File: src/rtl/bb_rz_pulse_decoder.sv
// Return-to-zero baseband pulse decoder: measures the high time in each bit period
// after locking on a rising edge, and flags glitches and pulses that never return low.
module bb_rz_pulse_decoder #(
    parameter int RZ_PERIOD = 10,
    parameter int MIN_WIDTH = 2,
    parameter int MAX_ZEROS = 8
) (
    input  logic       clk,
    input  logic       rst_n,
    input  logic       en,
    input  logic       pulse_in,
    output logic       bit_out,
    output logic       bit_valid,
    output logic [3:0] pw_meas,
    output logic       locked,
    output logic       err_glitch,
    output logic       err_rz
);

    // state  | meaning
    // HUNT   | waiting for a rising edge of s_pulse to start a period
    // LOCKED | counting bit periods, deciding one bit per period
    localparam logic [0:0] HUNT   = 1'b0;
    localparam logic [0:0] LOCKED = 1'b1;

    localparam logic [3:0] LAST_CYC = 4'(RZ_PERIOD - 1);
    localparam logic [3:0] MIN_W    = 4'(MIN_WIDTH);
    localparam logic [3:0] MAX_Z    = 4'(MAX_ZEROS);

    logic [0:0] state;
    logic       sync_1;
    logic       s_pulse;
    logic       s_pulse_d;
    logic [3:0] per_cnt;
    logic [3:0] high_cnt;
    logic [3:0] zero_run;

    logic [3:0] high_total;
    logic [3:0] zero_next;
    logic       is_one;
    logic       rising;

    // high_cnt holds the count of earlier cycles in the period; high_total adds the current one
    assign high_total = (high_cnt == 4'd15) ? 4'd15 : high_cnt + {3'b000, s_pulse};
    assign is_one     = (high_total >= MIN_W);
    assign zero_next  = (zero_run == 4'd15) ? 4'd15 : zero_run + 4'd1;
    assign rising     = s_pulse & ~s_pulse_d;
    assign locked     = (state == LOCKED);

    always_ff @(posedge clk or negedge rst_n) begin
        if (!rst_n) begin
            state      <= HUNT;
            sync_1     <= 1'b0;
            s_pulse    <= 1'b0;
            s_pulse_d  <= 1'b0;
            per_cnt    <= 4'd0;
            high_cnt   <= 4'd0;
            zero_run   <= 4'd0;
            bit_out    <= 1'b0;
            bit_valid  <= 1'b0;
            pw_meas    <= 4'd0;
            err_glitch <= 1'b0;
            err_rz     <= 1'b0;
        end else begin
            sync_1     <= pulse_in;
            s_pulse    <= sync_1;
            s_pulse_d  <= s_pulse;
            bit_valid  <= 1'b0;
            err_glitch <= 1'b0;
            err_rz     <= 1'b0;

            if (!en) begin
                state    <= HUNT;
                per_cnt  <= 4'd0;
                high_cnt <= 4'd0;
                zero_run <= 4'd0;
            end else begin
                case (state)
                    HUNT: begin
                        if (rising) begin
                            // the edge cycle itself is cycle 0 and already counts as high
                            state    <= LOCKED;
                            per_cnt  <= 4'd1;
                            high_cnt <= 4'd1;
                            zero_run <= 4'd0;
                        end
                    end
                    LOCKED: begin
                        if (per_cnt == LAST_CYC) begin
                            per_cnt    <= 4'd0;
                            high_cnt   <= 4'd0;
                            bit_valid  <= 1'b1;
                            bit_out    <= is_one;
                            pw_meas    <= high_total;
                            err_glitch <= (high_total != 4'd0) && !is_one;
                            err_rz     <= s_pulse;
                            zero_run   <= is_one ? 4'd0 : zero_next;
                            if (s_pulse || (!is_one && (zero_next >= MAX_Z))) begin
                                state    <= HUNT;
                                zero_run <= 4'd0;
                            end
                        end else begin
                            per_cnt  <= per_cnt + 4'd1;
                            high_cnt <= high_total;
                        end
                    end
                    default: state <= HUNT;
                endcase
            end
        end
    end

endmodule
File: config.mk
export PLATFORM = sky130hd
export DESIGN_NAME = bb_rz_pulse_decoder
export DESIGN_NICKNAME = d
export VERILOG_FILES = /design/src/rtl/bb_rz_pulse_decoder.sv
export SDC_FILE = /design/constraint.sdc
export NUM_CORES = 1
export LEC_CHECK = 0
export ABC_AREA = 1
export CORE_MARGIN = 8
export CORE_UTILIZATION = 49
export CTS_CLUSTER_SIZE = 16
export DETAILED_ROUTE_END_ITERATION = 12
export HOLD_SLACK_MARGIN = 0.12
export PLACE_DENSITY = 0.74
export RECOVER_POWER = 50
export SETUP_SLACK_MARGIN = 0.4
export SYNTH_ARGS = -nofsm -noshare
export SYNTH_HDL_FRONTEND = slang
export SYNTH_SLANG_ARGS = --single-unit
File: constraint.sdc
create_clock -name clk -period 1.4 [get_ports clk]
set_input_delay 0.28 -clock clk [delete_from_list [all_inputs] [get_ports clk]]
set_output_delay 0.28 -clock clk [all_outputs]
set_load 0.01 [all_outputs]
After elaboration in Yosys (flattened, before gate mapping) --
Cells that the tools add are included.
Operators by class: add/sub/neg operators 3, order comparisons 2, equality and inequality tests 5, mux-type cells 29, bitwise operators 3, reductions and logical operators 7
Operators with widths (count):
- 4-bit two-way mux | 12
- 4-bit one-hot mux with 2 select lines | 3
- 1-bit two-way mux | 13
- 4-bit == test, second input constant | 3
- 4-bit by 1-bit adder with 4-bit output, second input constant | 2
- 4-bit by 1-bit adder with 4-bit output | 1
- 4-bit by 2-bit greater-or-equal comparator with 1-bit output, second input constant | 1
- 4-bit greater-or-equal comparator, second input constant | 1
- 4-bit nonzero test | 1
- 3-bit by 2-bit != test with 1-bit output, second input constant | 1
- 3-bit != test, second input constant | 1
- 3-bit AND reduction | 1
- 1-bit logical AND | 2
- 1-bit NOT | 2
- 1-bit one-hot mux with 2 select lines | 1
- 2-bit AND reduction | 1
- 1-bit AND | 1
- 1-bit zero test | 1
- 1-bit logical OR | 1
Storage, ports and cells: bits in registers 24, bits of input ports 4, output and inout port bits 9, word-level logic and storage cells 61

Longest topological paths before layout --
word-level depth 10, mapped depth 11, gate-level depth less buffers 11

Worst setup path after synthesis --
OpenSTA, ideal clock, no wires.
kind register -> register, start register s_pulse, end register state, in the netlist locked, library setup time 0.123 ns, arrival 1.355 ns, required time 1.277 ns, slack -0.078 ns, cell stages (with the launch flop) 11, path buffers 0, period minus slack after synthesis 1.478 ns, path through dfrtp_1 ha_1 ha_1 inv_1 nand2_1 nand2_1 nand2_2 nor2_2 nand3_1 nand2_2 a21oi_1
On the way: cells in the longest elaborated chain, start to end 10, elaborated cells between the ends (all ways) 12, classes of those cells add/sub (1); order compare (1); mux (6); bitwise (1); reduce/logical (3)
RTL lines:
- start: declaration | line 32 | logic s_pulse;
- start signal: assignment | line 66 | s_pulse <= sync_1;
- 4-bit by 1-bit adder with 4-bit output | line 44 | assign high_total = (high_cnt == 4'd15) ? 4'd15 : high_cnt + {3'b000, s_pulse};
- 4-bit two-way mux | line 44
- 4-bit by 2-bit greater-or-equal comparator with 1-bit output | line 45 | assign is_one = (high_total >= MIN_W);
- 1-bit zero test | line 98 | if (s_pulse || (!is_one && (zero_next >= MAX_Z))) begin
- 1-bit logical AND | line 98
- 1-bit logical OR | line 98
- 1-bit two-way mux | line 98
- 1-bit two-way mux | line 89 | if (per_cnt == LAST_CYC) begin
- 1-bit one-hot mux with 2 select lines (*) | line 78 | case (state)
- 1-bit two-way mux (*) | line 72 | if (!en) begin
- end signal: assignment | line 73 | state <= HUNT;
- end signal: assignment | line 82 | state <= LOCKED;
- end signal: assignment | line 99 | state <= HUNT;
- end: declaration | line 30 | logic [0:0] state;
Every way passes the cells marked *; elsewhere a longest branch is shown, timed or not. A chain may end at the register's enable or synchronous reset.

Final worst setup path --
start register high_cnt[0], end register zero_run[1]
On the way: cells in the longest elaborated chain, start to end 10, elaborated cells between the ends (all ways) 12, classes of those cells add/sub (1); order compare (1); eq/ne (1); mux (6); reduce/logical (3)
RTL lines:
- start: declaration | line 35 | logic [3:0] high_cnt;
- start signal: assignment | line 104 | high_cnt <= high_total;
- 4-bit by 1-bit adder with 4-bit output / 4-bit == test (equally long branches) | line 44
- 4-bit two-way mux (*) | line 44
- 4-bit by 2-bit greater-or-equal comparator with 1-bit output (*) | line 45
- 1-bit zero test | line 98
- 1-bit logical AND | line 98
- 1-bit logical OR | line 98
- 4-bit two-way mux (*) | line 98
- 4-bit two-way mux (*) | line 89
- 4-bit one-hot mux with 2 select lines (*) | line 78
- 4-bit two-way mux (*) | line 72
- end signal: assignment | line 97 | zero_run <= is_one ? 4'd0 : zero_next;
- end: declaration | line 36 | logic [3:0] zero_run;
Every way passes the cells marked *; elsewhere a longest branch is shown, timed or not. The select of a mux whose other input is x is not followed.

==> impl_metrics.yaml <==
detailed_routing:
  remaining_drc_errors: 0
  route.vias.total: 1011
  drt_wl_total_um: 2620
  avgRoutedWirePerCell_um: 13.4
  ant_nets: 0
  vias_per_cell: 5.16
  dr.pass1.iters: 4
  drtIter0Drc: 47
placed_design:
  gp_congestion: 0.840
  port_buffers: 12
  dp_cells: 179
  place_hpwl_um: 1780
finish:
  layoutNonFillerInstCount: 196
  n_antenna_cell: 0
  fillCellCount: 151
  area_delta_synth_final_pct: 45.7
  final_net_count: 178
  drive_gt1_frac: 0.470
logic_synthesis:
  synth_compound_area_frac: 0.0999
  synth_fa_ha_area_frac: 0.0543
  syn_inst: 128
  netlist_area_mm2: 0.00115
  yosysTopAreaCell: "dfrtp_1"
  synth_edf_count: 0
  synth.distinct_cells: 23
  synth_top_family_by_area: "simple AND/OR/NAND/NOR gates"
  yosys.area_share.simple: 0.252
  synth_top_area_share: 0.521
  synth.most_common_cell: "nand2_1"
  syn-num-nets: 137
  synth.mux.area_fraction: 0
  ys.flop_type: "dfrtp_1"
  async_flop_share: 1.00
  synth_common_cells: "28 x nand2_1, 24 x dfrtp_1, 15 x inv_1"
  ys_seq_area_frac: 0.521
  synthTopCellsByArea: "dfrtp_1 52%, nand2_1 9.1%, ha_1 5.4%, inv_1 4.9%, o21ai_1 3.5%"
  ys_seq_elements: 24
  yosys_warnings: 0
  synthXorXnorAreaFrac: 0.00760
  syn_avg_cell_area_um2: 9.00
sta:
  hold_ws_ps: 369
  timing.fmax_mhz: 691
  drv_slew: 0
  setup_ws_ps: -47.5
  clock_skew_ps: 8.77
  fin_crit_sh: 1.03
  worst_slew_pin_slew_ps: 580
  max_slew_margin: 0.613
  rsz0062_at_grt: "true"
  hold_viol: 0
  setup_violations: 4
  finalCriticalPeriod_ps: 1450
pwr:
  ir_drop_uv: 661
  power.density_mw_per_mm2: 759
  p_leak_nw: 0.807
worst_setup_path:
  r2r_slack_ps: -50
  critical_path_class: "flip-flop to flip-flop"
  cp_max_fo: 4
  reg2reg_depth: 10
  startpoint_type: "flip-flop"
  worst-endpoint-arrival_ps: 1670
  r2r-start: "high_cnt[0]"
  crit_path_end_kind: "flip-flop"
  worst_r2r_endpoint: "zero_run[1]"
  cp.required_ps: 1630
cts:
  cts_root_buf: "clkbuf_4"
  numCtsBuffers: 3
  cts_tree: "yes"
  hold_buffers: 0
  cts.clk_slew.worst_paths_ps: 130
  clkSinkCount: 24
  cts_max_level: 1
  clock_path_buffers: 2
  clock_latency_ps: 320
status:
  violations: "setup timing"
  status: "finished with violations"
global_routing:
  grt_pass1_vias: 963
  grt_max_degree: 25
  grt_usage: 0.126
  grt_pass1_wl_um: 4310
  antenna_found_initial: 0
  grt_remaining_overflow: 0
die:
  dieArea_mm2: 0.00416
  fp.dieH_um: 64.5
  initial_core_util: 0.521
  rows: 17
  pin_count: 13
  core_mm2: 0.00221
  die_w_um: 64.5
worst_hold_path:
  holdPathEnd: "s_pulse"
  min-delay-start: "sync_1"
  hp-class: "flip-flop to flip-flop"
  min_path_cells: 0
job:
  max_cap_viol_count: 0
## routing by layer
| layer | part of all wire | wire length (µm) | global-route usage | vias up |
|---|---|---|---|---|
| li1 | - | - | - | 494 |
| met5 | 0 | 0 | 0 | - |
| met4 | 0.015 | 40 | 0.0463 | 0 |
| met1 | 0.43 | 1120 | 0.149 | 486 |
| met2 | 0.51 | 1330 | 0.212 | 27 |
| met3 | 0.051 | 134 | 0.0344 | 4 |
## what timing repair did
item | CTS | global route
buffers inserted | 5 | 7
gates resized for setup | 49 | 17
pin swaps | 6 | 4
endpoints found under the setup margin | 30 | 30
cloned | 1 | 0
## per-stage QoR
| stage | util | setup TNS [ps] | setup slack, ps | instance area, µm² | power [mW] |
|---|---|---|---|---|---|
| final | 0.759 | -169 | -47.5 | 1680 | 1.27 |
| after global routing | 0.759 | -854 | -141 | 1680 | 1.33 |
| after CTS | 0.709 | -118 | -39.3 | 1570 | 1.27 |
| after detailed placement | 0.663 | -919 | -80.9 | 1470 | 0.884 |
| after global placement | 0.663 | -467 | -55.0 | 1470 | 0.881 |
| after floorplan | - | 0 | 13.9 | 1220 | 0.809 |
## how the worst max path moves through the flow
stage / from / slack (ps) / to
floorplan: s_pulse / 10 / zero_run[0]
global placement: en / -50 / zero_run[2]
detailed placement: en / -80 / high_cnt[2]
CTS: high_cnt[0] / -40 / zero_run[1]
global route: s_pulse / -140 / zero_run[0]
finish: high_cnt[0] / -50 / zero_run[1]
## layout by cell type, fill, tap and decap left out, types with 3 or more instances in the layout
master,netlist,layout
buf_2,0,6
inv_2,4,6
nand2_1,28,23
dfrtp_1,24,23
buf_4,0,15
inv_1,15,12
o21ai_1,8,7
nand3_1,6,5
o21ai_2,1,6
buf_6,0,8
nand2_2,5,9
o22ai_1,3,3
ha_4,0,3
nand4_1,4,4
nor2_4,1,3
nor2_2,1,4
clkbuf_4,0,3
## area by class of cell
cell class,count,area (µm²),share of cell area
sequential,24,602,0.358
inverter,20,81.3,0.0484
tap,28,35.0,0.0209
timing repair inverter,1,7.51,0.00447
timing repair buffer,35,308,0.183
multi-input combinational,84,609,0.363
clock buffer,4,36.3,0.0216
## worst max-delay path, stage by stage, from the launching register on
cell	delay, ps
dfrtp_1	430
ha_4	180
ha_4	150
inv_2	40
nand2_1	40
nand2_1	70
nand2_2	70
nor2_4	130
nand3_2	90
nand2_2	90
o21ai_1	70
## sequential cells by signal, indices dropped and copies added, names as in the netlist
register and flops:
high_cnt 4, per_cnt 4, pw_meas 4, zero_run 4, bit_out 1, bit_valid 1
err_glitch 1, err_rz 1, locked 1, s_pulse 1, s_pulse_d 1, sync_1 1
## logic make-up after synthesis
kind of cell | after synthesis
and+or+nand+nor | 57
DFF | 24
AOI/OAI and AO/OA | 21
buffers and inverters | 20
adders and majority gates | 5
xor gates and xnor gates | 1
## where the power goes
group          switching (mW)  total (mW)  internal (mW)
Combinational           0.101       0.187         0.0858
Clock                   0.208       0.367          0.159
Sequential             0.0130       0.721          0.708
Total                   0.322        1.27          0.953
Note: power is estimated with default switching activity, not from simulation.
